[src/rtl/matrix_pkg.sv]
// Shared definitions for the matrix operand loader: FSM states, width helpers
// and the default element width.
package matrix_pkg;

  localparam int DEFAULT_WIDTH = 32;

  typedef enum logic [1:0] {
    ST_IDLE = 2'd0,
    ST_LOAD = 2'd1,
    ST_DONE = 2'd2
  } loader_state_t;

  // Index width for an N-entry dimension, never narrower than one bit.
  function automatic int idx_width(input int n);
    return (n < 2) ? 1 : $clog2(n);
  endfunction

  // Width able to hold the values 0..N*N inclusive.
  function automatic int count_width(input int n);
    return $clog2(n * n + 1);
  endfunction

endpackage

[src/rtl/matrix_stream_loader_if.sv]
// Strobe/acknowledge word stream: the source drives data and strobe,
// the loader answers with a one-cycle acknowledge.
interface matrix_stream_loader_if
  import matrix_pkg::*;
#(
  parameter int WIDTH = DEFAULT_WIDTH
);
  logic [WIDTH-1:0] in_data;
  logic             in_stb;
  logic             in_ack;

  modport master (output in_data, output in_stb, input in_ack);
  modport slave  (input in_data, input in_stb, output in_ack);
endinterface

[src/rtl/matrix_buffer.sv]
// N x N operand store: one synchronous write port and a combinational
// (i, j) read port that returns zero for out-of-range indices.
module matrix_buffer
  import matrix_pkg::*;
#(
  parameter int N     = 4,
  parameter int WIDTH = DEFAULT_WIDTH,
  localparam int IDX  = idx_width(N)
) (
  input  logic             clk,
  input  logic             we,
  input  logic [IDX-1:0]   wi,
  input  logic [IDX-1:0]   wj,
  input  logic [WIDTH-1:0] wdata,
  input  logic [IDX-1:0]   rd_i,
  input  logic [IDX-1:0]   rd_j,
  output logic [WIDTH-1:0] rd_data
);
  localparam bit POW2 = (N == (1 << IDX));
  localparam logic [IDX:0] N_L = (IDX + 1)'(N);

  logic [WIDTH-1:0] mem [N][N];

  always_ff @(posedge clk) begin
    if (we) begin
      mem[wi][wj] <= wdata;
    end
  end

  // Only non-power-of-two sizes can see an index past the last row/column.
  generate
    if (POW2) begin : g_full_range
      assign rd_data = mem[rd_i][rd_j];
    end else begin : g_clipped
      always_comb begin
        rd_data = '0;
        if (({1'b0, rd_i} < N_L) && ({1'b0, rd_j} < N_L)) begin
          rd_data = mem[rd_i][rd_j];
        end
      end
    end
  endgenerate

endmodule

[src/rtl/matrix_stream_loader.sv]
// Fills an N x N operand buffer from a row-major word stream and serves it
// through a random-access (i, j) read port.
module matrix_stream_loader
  import matrix_pkg::*;
#(
  parameter int N         = 4,
  parameter int WIDTH     = DEFAULT_WIDTH,
  parameter int TRANSPOSE = 0,
  localparam int IDX      = idx_width(N),
  localparam int CW       = count_width(N)
) (
  input  logic                 clk,
  input  logic                 rst,
  input  logic                 start,
  matrix_stream_loader_if.slave stream,
  input  logic [IDX-1:0]       rd_i,
  input  logic [IDX-1:0]       rd_j,
  output logic [WIDTH-1:0]     rd_data,
  output logic [CW-1:0]        count,
  output logic                 busy,
  output logic                 loaded
);
  localparam logic [IDX-1:0] LAST = IDX'(N - 1);

  loader_state_t  state_reg, state_next;
  logic [IDX-1:0] row_reg, row_next;
  logic [IDX-1:0] col_reg, col_next;
  logic [CW-1:0]  count_reg, count_next;
  logic           ack_reg, ack_next;
  logic           capture;
  logic [IDX-1:0] wi, wj;

  always_ff @(posedge clk or negedge rst) begin
    if (!rst) begin
      state_reg <= ST_IDLE;
      row_reg   <= '0;
      col_reg   <= '0;
      count_reg <= '0;
      ack_reg   <= 1'b0;
    end else begin
      state_reg <= state_next;
      row_reg   <= row_next;
      col_reg   <= col_next;
      count_reg <= count_next;
      ack_reg   <= ack_next;
    end
  end

  // A pending ack blocks capture, so a held strobe is taken once per pulse.
  always_comb begin
    state_next = state_reg;
    row_next   = row_reg;
    col_next   = col_reg;
    count_next = count_reg;
    ack_next   = 1'b0;
    capture    = 1'b0;
    case (state_reg)
      ST_IDLE: begin
        if (start) begin
          state_next = ST_LOAD;
          row_next   = '0;
          col_next   = '0;
          count_next = '0;
        end
      end
      ST_LOAD: begin
        if (stream.in_stb && !ack_reg) begin
          capture    = 1'b1;
          ack_next   = 1'b1;
          count_next = count_reg + CW'(1);
          if (col_reg == LAST) begin
            col_next = '0;
            if (row_reg == LAST) begin
              row_next   = '0;
              state_next = ST_DONE;
            end else begin
              row_next = row_reg + IDX'(1);
            end
          end else begin
            col_next = col_reg + IDX'(1);
          end
        end
      end
      ST_DONE: begin
        if (!start) begin
          state_next = ST_IDLE;
        end
      end
      default: state_next = ST_IDLE;
    endcase
  end

  assign wi = (TRANSPOSE != 0) ? col_reg : row_reg;
  assign wj = (TRANSPOSE != 0) ? row_reg : col_reg;

  matrix_buffer #(
    .N     (N),
    .WIDTH (WIDTH)
  ) u_buffer (
    .clk     (clk),
    .we      (capture),
    .wi      (wi),
    .wj      (wj),
    .wdata   (stream.in_data),
    .rd_i    (rd_i),
    .rd_j    (rd_j),
    .rd_data (rd_data)
  );

  assign stream.in_ack = ack_reg;
  assign count         = count_reg;
  assign busy          = (state_reg == ST_LOAD);
  assign loaded        = (state_reg == ST_DONE);

endmodule

[src/flat_wrapper.sv]
// flat-port wrapper written by rule: the top's interface ports become plain ports
module matrix_stream_loader_flat import matrix_pkg::*;
#(
  parameter int N         = 4,
  parameter int WIDTH     = DEFAULT_WIDTH,
  parameter int TRANSPOSE = 0,
  localparam int IDX      = idx_width(N),
  localparam int CW       = count_width(N)
)
  (clk, rst, start, rd_i, rd_j, rd_data, count, busy, loaded, stream_in_data, stream_in_stb, stream_in_ack);
  matrix_stream_loader_if #(.WIDTH(WIDTH)) stream_i ();
  input  logic clk;
  input  logic rst;
  input  logic start;
  input  logic [IDX-1:0] rd_i;
  input  logic [IDX-1:0] rd_j;
  output logic [WIDTH-1:0] rd_data;
  output logic [CW-1:0] count;
  output logic busy;
  output logic loaded;
  input wire logic [$bits(stream_i.in_data)-1:0] stream_in_data;
  input wire logic [$bits(stream_i.in_stb)-1:0] stream_in_stb;
  output wire logic [$bits(stream_i.in_ack)-1:0] stream_in_ack;
  assign stream_i.in_data = stream_in_data;
  assign stream_i.in_stb = stream_in_stb;
  assign stream_in_ack = stream_i.in_ack;
  matrix_stream_loader #(.N(N), .WIDTH(WIDTH), .TRANSPOSE(TRANSPOSE)) u_core (.clk(clk), .rst(rst), .start(start), .stream(stream_i), .rd_i(rd_i), .rd_j(rd_j), .rd_data(rd_data), .count(count), .busy(busy), .loaded(loaded));
endmodule
[config.mk]
export PLATFORM = sky130hd
export DESIGN_NAME = matrix_stream_loader_flat
export DESIGN_NICKNAME = d
export VERILOG_FILES = /design/src/rtl/matrix_pkg.sv /design/src/rtl/matrix_stream_loader_if.sv /design/src/rtl/matrix_buffer.sv /design/src/rtl/matrix_stream_loader.sv /design/src/flat_wrapper.sv
export SDC_FILE = /design/constraint.sdc
export NUM_CORES = 1
export LEC_CHECK = 0
export BUFFER_PORTS_ARGS = -buffer_cell sky130_fd_sc_hd__buf_2
export CAP_MARGIN = 20
export CORE_MARGIN = 8
export CORE_UTILIZATION = 42
export CTS_CLUSTER_SIZE = 24
export DETAILED_ROUTE_END_ITERATION = 7
export GPL_ROUTABILITY_DRIVEN = 1
export PLACE_DENSITY_LB_ADDON = 0.2
export SETUP_SLACK_MARGIN = 0.05
export SLEW_MARGIN = 20
export SYNTH_ARGS = -nofsm -noshare
export SYNTH_HDL_FRONTEND = slang
export SYNTH_SLANG_ARGS = --single-unit
[constraint.sdc]
create_clock -name clk -period 2.68 [get_ports clk]
set_input_delay 0.402 -clock clk [delete_from_list [all_inputs] [get_ports clk]]
set_output_delay 0.402 -clock clk [all_outputs]
set_load 0.01 [all_outputs]
After elaboration in Yosys (flattened, before gate mapping)
Memories as Yosys holds them, arrays and structs flattened.
Cells that the tools add are included.
{"block": "totals", "ff_bits": 12, "mem_bits_rw": 512, "in_bits": 40, "out_inout_bits": 40, "word_cells": 57, "memories": 1}
{"block": "classes", "add_sub_neg": 3, "magnitude_cmp": 3, "n_eq_ne": 9, "muxes": 26, "n_bitwise": 2, "reduce_logical": 8}
{"memory": "u_core.u_buffer.mem", "depth": 4, "width": 128, "rd": 1, "rd_clocked_by_memory_dff": 0, "write_ports": 1, "line": "matrix_buffer.sv:22", "text": "logic [WIDTH-1:0] mem [N][N];"}
{"operator": "$mux 128", "count": 1}
{"operator": "$mux 32", "count": 3}
{"operator": "$bmux 32 s2", "count": 1}
{"operator": "$demux 32 s2", "count": 1}
{"operator": "$mux 2", "count": 11}
{"operator": "$mux 5", "count": 2}
{"operator": "$pmux 5 s2", "count": 1}
{"operator": "$pmux 2 s2", "count": 2}
{"operator": "$eq 2x2->1 const B", "count": 3}
{"operator": "$ge 3x3->1 const B", "count": 2}
{"operator": "$ne 2x1->1 const B", "count": 3}
{"operator": "$not 2->3", "count": 2}
{"operator": "$pmux 2 s3", "count": 1}
{"operator": "$add 5x1->5 const B", "count": 1}
{"operator": "$reduce_and 5->1", "count": 1}
{"operator": "$add 2x1->2 const B", "count": 2}
{"operator": "$ne 2x2->1 const B", "count": 2}
{"operator": "$reduce_and 4->1", "count": 1}
{"operator": "$lt 3x1->1 const B", "count": 1}
{"operator": "$mux 1", "count": 3}
{"operator": "$reduce_and 3->1", "count": 1}
{"operator": "$eq 2x1->1 const B", "count": 1}
{"operator": "$logic_and 1x1->1", "count": 2}
{"operator": "$logic_not 2->1", "count": 1}
{"operator": "2 further kinds", "count": 2}

Longest topological paths before layout
Gate-level depths: netlist of run 1.
{"block": "depth", "depth_word": 6, "depth_mapped": 5, "mapped_depth_nobuf": 4}

Hierarchy
From an unflattened synthesis of run 1, not the netlist that was laid out.
{"block": "unflattened", "hier_cells": 861, "area_unflattened_um2": 19810.2}
{"module": "matrix_buffer", "n_inst": 1, "cells_each": 806, "area_each_um2": 19195.9}
{"module": "matrix_stream_loader", "n_inst": 1, "cells_each": 55, "area_each_um2": 614.3}

Least setup slack after synthesis of run 1
Ideal clock, no wire load.
{"block": "synth_path", "path_type": "register to register", "from": "reg u_core.ack_reg (netlist: u_core.stream.in_ack)", "to": "mem u_core.u_buffer.mem[3][100] (netlist bit), enable pin", "setup_ns": 0.392, "arrival_time_ns": 1.952, "t_required_ns": 2.288, "setup_slack_ns": 0.336, "path_stages_with_launch": 5, "path_cell_list": "dfrtp_1 -> nand4bb_1 -> inv_1 -> clkbuf_1 -> and3_1"}
{"block": "synth_between", "elab_chain_cells": 6}
{"element": "start: declaration", "line": "matrix_stream_loader.sv:29", "text": "logic ack_reg, ack_next;"}
{"element": "start signal: assignment", "line": "matrix_stream_loader.sv:45", "text": "ack_reg <= ack_next;"}
{"element": "$logic_not 1->1", "line": "matrix_stream_loader.sv:67", "text": "if (stream.in_stb && !ack_reg) begin"}
{"element": "$logic_and 1x1->1", "line": "matrix_stream_loader.sv:67"}
{"element": "$mux 1", "line": "matrix_stream_loader.sv:67"}
{"element": "$mux 1", "line": "matrix_stream_loader.sv:57", "text": "case (state_reg)"}
{"element": "$mux 1", "line": "matrix_buffer.sv:25", "text": "if (we) begin"}
{"element": "$mux 128 (not written as such)", "line": "matrix_buffer.sv:26", "text": "mem[wi][wj] <= wdata;"}
{"element": "end: declaration", "line": "matrix_buffer.sv:22"}
No other way between the ends.

Worst setup path in the final report of run 1
{"block": "layout_path", "from": "in rd_i[0]", "to": "out rd_data[9]"}
{"block": "layout_between", "elab_chain_cells": 4}
{"element": "start: declaration", "line": "flat_wrapper.sv:15", "text": "input logic [IDX-1:0] rd_i;"}
{"element": "$mem_v2 4x128"}
{"element": "$bmux 32 s2", "line": "matrix_buffer.sv:33", "text": "assign rd_data = mem[rd_i][rd_j];"}
{"element": "$mux 32 (not written as such) (2 in a row)", "line": "matrix_buffer.sv:33"}
{"element": "end: declaration", "line": "flat_wrapper.sv:17", "text": "output logic [WIDTH-1:0] rd_data;"}
No other way between the ends. The select of a mux whose other input is x is not followed.

==> results.yml, run 1 <==
status:
  status: "completed"
clock_network:
  cts-resized-gates: 0
  cts_tree: "done"
  postCtsSetupRepairBufs: 0
  cts.sinks: 524
  insertion_delay_ps: 560
  htree_levels: 2
  ctsHoldBuffers: 1
  root_buffer: "clkbuf_16"
  clkTransAtPathRegs_ps: 60
  cts_buffers: 49
  cts_buffer_depth: 3
grt:
  grt_first_pass_wirelength_mm: 63.9
  globalRouteMet2Util_pct: 25.7
  overflow: 0
  antenna_found_initial: 3
  grt_max_degree: 33
  met1_usage_pct: 22.4
  grt_use_met3_pct: 3.25
  grtUsageTotal_pct: 15.9
  grt_pass1_vias: 9617
  gr-max-usage-layer: "met2"
power:
  powerDensity_nw_per_um2: 792
  vdd_ir_drop_max_mv: 0.414
  leakagePower_nw: 7.51
route:
  via_per_inst: 5.60
  drc: 0
  first_iter_violations: 788
  wl_mm: 43.2
  first_pass_iters: 5
  vias: 9151
  avgRoutedWirePerCell_um: 26.4
  ant_nets: 0
worst_setup_path:
  worstPathArrival_ps: 2000
  cp.required_ps: 2280
  cp_max_fo: 31
  cp-start-kind: "input port"
  cp-end-kind: "primary output"
  critPathKind: "in2out"
logic_synthesis:
  syn_area_um2: 19800
  synthTopCellsByCount: "edfxtp_1 (512), mux4_2 (128), a22oi_1 (64)"
  ys_top_cells_by_area: "edfxtp_1 (77%), mux4_2 (15%), a22oi_1 (2.4%)"
  synth_cell_types: 30
  syn_inst: 860
  yosysMostFrequentCell: "edfxtp_1"
  synth_edf_count: 512
  yosysSeqAreaShare_pct: 79.0
  yosys.area.top_type_share_pct: 77.5
  synthFlopType: "edfxtp_1"
  syn_area_per_cell_um2: 23.1
  async_flop_share_pct: 2.29
  synth_nets: 909
  ys_warn_count: 0
  synth_top_area_cell: "edfxtp_1"
  ys_ff_latch: 524
final_layout:
  stdcell_count: 1633
  fillCellCount: 3679
  diodes: 0
  largest_reg_flops: 512
  nNetsFinal: 1041
  syn_to_final_growth_pct: 16.2
  drive_above_1_share_pct: 33.2
job:
  maxCapViolations: 0
sta:
  slew_viol_final: 0
  tightest_slew_ps: 594
  finalSetupTns_ps: 0
  hold_viol_final: 0
  finalSetupViolations: 0
  min_period_ps: 2410
  finClkSkew_ps: 11.4
  rsz0062_at_grt: "no"
  maxSlewHeadroom_pct: 60.3
  fmax_ghz: 0.415
  fin_crit_sh_pct: 89.8
floorplanning:
  rows: 79
  dieArea_um2: 54500
  core_area_um2: 46600
  die_x_um: 233
  initial_core_util_pct: 42.6
  ios: 80
  fp.dieH_um: 233
place:
  port_buffers: 79
  place_inst: 1547
  hpwl_mm: 22.8
  gp_congestion: 0.680
hold_path:
  hold_class: "in2reg"
## critical path: stages
cell	delay, ps
clkbuf_8	150
buf_12	270
mux4_2	540
a22oi_1	300
nand2_1	140
buf_2	160
## worst paths after layout
| path | from | end | slack (ps) | depth (start not counted) |
|---|---|---|---|---|
| worst min-delay path | start | u_core.state_reg[1]$_DFFE_PN0P_ | 80 | 2 |
| min in group asynchronous | rst | u_core.count[3]$_DFFE_PN0P_ | 240 | 2 |
| max in group asynchronous | rst | u_core.col_reg[1]$_DFFE_PN0P_ | 2230 | 2 |
| worst min register to register | u_core.count[4]$_DFFE_PN0P_ | u_core.count[4]$_DFFE_PN0P_ | 560 | 2 |
| worst max register to register | u_core.state_reg[1]$_DFFE_PN0P_ | u_core.u_buffer.mem[0][82]$_DFFE_PP_ | 480 | 4 |
| worst max-delay path | rd_i[0] | rd_data[9] | 270 | 6 |
## routing by layer
| layer | part of all wire [%] | vias to the layer above | wire length [um] |
|---|---|---|---|
| li1 | - | 3930 | - |
| met1 | 45 | 4936 | 19300 |
| met2 | 48 | 219 | 20800 |
| met3 | 5.5 | 60 | 2380 |
| met4 | 1.7 | 6 | 714 |
| met5 | 0.081 | - | 35 |
## cells in the final DEF (no fill, tap or decap), types with 3 or more instances in the layout
cell       netlist  final
buf_4            9     20
nor2_1           4      3
buf_2            7     77
clkbuf_1        20     12
a21oi_1          3      3
nand2_1         34     34
clkbuf_8         0      4
edfxtp_1       512    512
clkinv_2         0      8
buf_12           0     27
a22oi_1         64     64
inv_1            6      6
bufinv_16        0      4
clkbuf_16        0     49
ha_1             9      9
clkinv_1         0      7
mux4_2         128    128
and3_2           0     16
dfrtp_1         12     12
a21o_1           3      3
## cell families (layout without fill, tap and decap cells)
group / count (synthesis) / in the layout / synth area share [%]
flops: 524 / 524 / 79.0
mux: 130 / 130 / 14.6
compound gates: 77 / 77 / 2.89
simple gates: 68 / 68 / 1.72
buf+inv: 52 / 218 / 1.20
fa+ha+maj: 9 / 9 / 0.567
## layout make-up
class                           count  area [um^2]  share of cell area [%]
Timing Repair Buffer              127         1110                    4.82
Clock buffer                       64         1310                    5.69
Sequential cell                   524        15700                    68.0
Clock inverter                     21          201                   0.874
Inverter                            6         22.5                  0.0977
Tap cell                          607          759                    3.29
Multi-Input combinational cell    284         3980                    17.2
## power by group
group	switching [mW]	leakage, nW	internal, mW
clock network	2.82	0.739	3.81
logic	1.13	2.01	0.740
registers	0.161	4.77	9.59
total	4.11	7.51	14.1
## stage by stage
stage	total power, mW	util, %	setup WS [ps]	instance area [um^2]	hold WS, ps
global route	18.9	49.5	183	23100	69.1
detailed placement	11.9	46.3	270	21500	290
CTS	18.5	49.5	266	23100	51.9
finish	18.3	49.5	273	23100	75.8
global placement	11.8	46.3	263	21500	294
floorplan	10.9	-	336	19800	106
(Power assumes the default switching activity.)
==> run 2: changes to the inputs <==
--- a/config.mk
+++ b/config.mk
@@ -12,7 +12,6 @@
 export CTS_CLUSTER_SIZE = 24
 export DETAILED_ROUTE_END_ITERATION = 7
 export GPL_ROUTABILITY_DRIVEN = 1
-export PLACE_DENSITY_LB_ADDON = 0.2
 export SETUP_SLACK_MARGIN = 0.05
 export SLEW_MARGIN = 20
 export SYNTH_ARGS = -nofsm -noshare
==> run 2 against run 1 <==
Effect of this change:
- sequential cell count unchanged
- clock skew hardly changed
- die area is the same
- register-to-register slack is essentially flat
- worst hold slack worse by 7.9 ps
- critical endpoint is now rd_data[11]
- highest routed layer unchanged
==> results.yml, run 2 (synthesis results as in run 1) <==
place:
  port_buffers: 79
  gp_congestion: 0.685
  hpwl_mm: 22.7
  place_inst: 1543
power:
  vdd_ir_drop_max_mv: 0.609
  leakagePower_nw: 7.53
  combPwrFrac_pct: 10.1
  clkPwrFrac_pct: 37.0
  powerDensity_nw_per_um2: 799
  power_switching_share_pct: 22.6
  power.switching_mw: 4.17
  pwr-share-seq_pct: 52.8
  p_int_mw: 14.3
floorplanning:
  ios: 80
  dieArea_um2: 54500
  core_area_um2: 46600
  initial_core_util_pct: 42.6
  die_x_um: 233
  rows: 79
  fp.dieH_um: 233
hold_path:
  hold_class: "in2reg"
route:
  vias: 9235
  avgRoutedWirePerCell_um: 26.3
  via_per_inst: 5.64
  first_pass_iters: 4
  first_iter_violations: 785
  wl_mm: 43.1
  drc: 0
  ant_nets: 0
worst_setup_path:
  r2r_start: "u_core.state_reg[1]$_DFFE_PN0P_"
  cp-start-kind: "input port"
  cp-end-kind: "primary output"
  critPathKind: "in2out"
  cp-startpoint: "rd_i[0]"
  crit_buf_inv: 3
  rr_worst_depth: 4
  cp.required_ps: 2280
  worstSetupPathDepth: 6
  reg2reg_to: "u_core.u_buffer.mem[1][87]$_DFFE_PP_"
  worstPathArrival_ps: 2030
  cp_max_fo: 22
  rrSetupSlack_ps: 480
  cpPeakStageDelay_ps: 520
  path_cells: "clkbuf_8, buf_12, mux4_2, a22oi_1, nand2_1, buf_2"
  crit_end: "rd_data[11]"
  crit_family: "buffers and inverters"
  slowest_stage: "mux4_2"
final_layout:
  stdcell_count: 1638
  syn_to_final_growth_pct: 16.4
  final_cell_mix: "edfxtp_1 (512), mux4_2 (128), buf_2 (77), a22oi_1 (64), clkbuf_16 (51)"
  final_common_cell: "edfxtp_1"
  largest_reg_flops: 512
  drive_above_1_share_pct: 32.9
  nNetsFinal: 1038
sta:
  finClkSkew_ps: 11.1
  finalSetupTns_ps: 0
  rsz0062_at_grt: "no"
  tightest_slew_ps: 652
  hold_viol_final: 0
  finalSetupViolations: 0
  whs_ps: 67.9
  fin_crit_sh_pct: 90.6
  fmax_ghz: 0.412
  slew_viol_final: 0
  min_period_ps: 2430
  maxSlewHeadroom_pct: 56.5
grt:
  grtUsageTotal_pct: 15.9
  grt_max_degree: 33
  overflow: 0
  grt_pass1_vias: 9558
  antenna_found_initial: 2
  grt_first_pass_wirelength_mm: 63.6
clock_network:
  cts_buffers: 50
  cts_tree: "done"
  htree_levels: 2
  cts_buffer_depth: 3
  cts.sinks: 524
  clkTransAtPathRegs_ps: 60
  root_buffer: "clkbuf_16"
  insertion_delay_ps: 570
job:
  maxCapViolations: 0
status:
  status: "completed"
[run 2: changes by cell type in the layout (fill, tap and decap cells not counted), moves of 2 or more]
cell,change
inv_6,+2
clkinv_1,+5
clkbuf_16,+2
buf_4,-4
clkbuf_8,-3
[run 2: power by group through the flow]
stage | Sequential, mW | Combinational [mW] | Clock (mW)
after floorplan | 9.91 | 1.02 | 0
after global placement | 9.91 | 1.88 | 0
after detailed placement | 9.93 | 1.91 | 0
after CTS | 9.76 | 1.91 | 7.01
after global routing | 9.80 | 2.03 | 7.32
final | 9.75 | 1.87 | 6.84
[run 2: worst min-delay path by stage]
stage | cells after the start | from | to | slack (ps)
floorplan | 0 | rst | u_core.col_reg[0]$_DFFE_PN0P_ | 110
global placement | 1 | rst | u_core.state_reg[1]$_DFFE_PN0P_ | 300
detailed placement | 1 | rst | u_core.stream.in_ack$_DFF_PN0_ | 300
CTS | 2 | start | u_core.state_reg[1]$_DFFE_PN0P_ | 30
global route | 2 | start | u_core.state_reg[1]$_DFFE_PN0P_ | 70
finish | 2 | start | u_core.state_reg[1]$_DFFE_PN0P_ | 70
[run 2: layout make-up]
| type | count | area, um^2 |
|---|---|---|
| diodes | 1 | 2.50 |
| clock buffers | 64 | 1330 |
| clock inverters | 29 | 265 |
| fillers | 3650 | 23500 |
| inverters | 6 | 22.5 |
| multi-input cells | 284 | 3980 |
| flip-flops and latches | 524 | 15700 |
| well taps | 607 | 759 |
| repair buffers | 123 | 1080 |
[run 2: what timing repair did]
item / in CTS / in global routing
gates resized for setup: 0 / 0
setup buffers: 0 / 0
hold buffers: 1 / 0
hold endpoints to repair: 12 / 0
setup endpoints to repair: 0 / 0
[run 2: per-layer routing]
layer / track usage (%) / part of all wire, % / vias up
met5: 0 / 0.030 / -
met2: 25.2 / 48 / 255
met1: 22.9 / 45 / 5005
met3: 2.78 / 5.6 / 39
li1: - / - / 3934
met4: 4.09 / 1.3 / 2
[run 2: metrics by stage]
stage | utilization, % | worst slack, ps | total power, mW | area (um^2)
2_1_floorplan | - | 336 | 10.9 | 19800
3_3_place_gp | 46.2 | 212 | 11.8 | 21500
3_5_place_dp | 46.2 | 216 | 11.8 | 21500
4_1_cts | 49.6 | 211 | 18.7 | 23100
5_1_grt | 49.6 | 129 | 19.1 | 23100
6_report | 49.6 | 251 | 18.5 | 23100
[run 2: worst reg2reg max path, cell delays in order, from the launching register on]
cell and delay [ps]:
dfrtp_1 410, nand4bb_1 320, inv_1 350, and3_2 500, buf_4 320
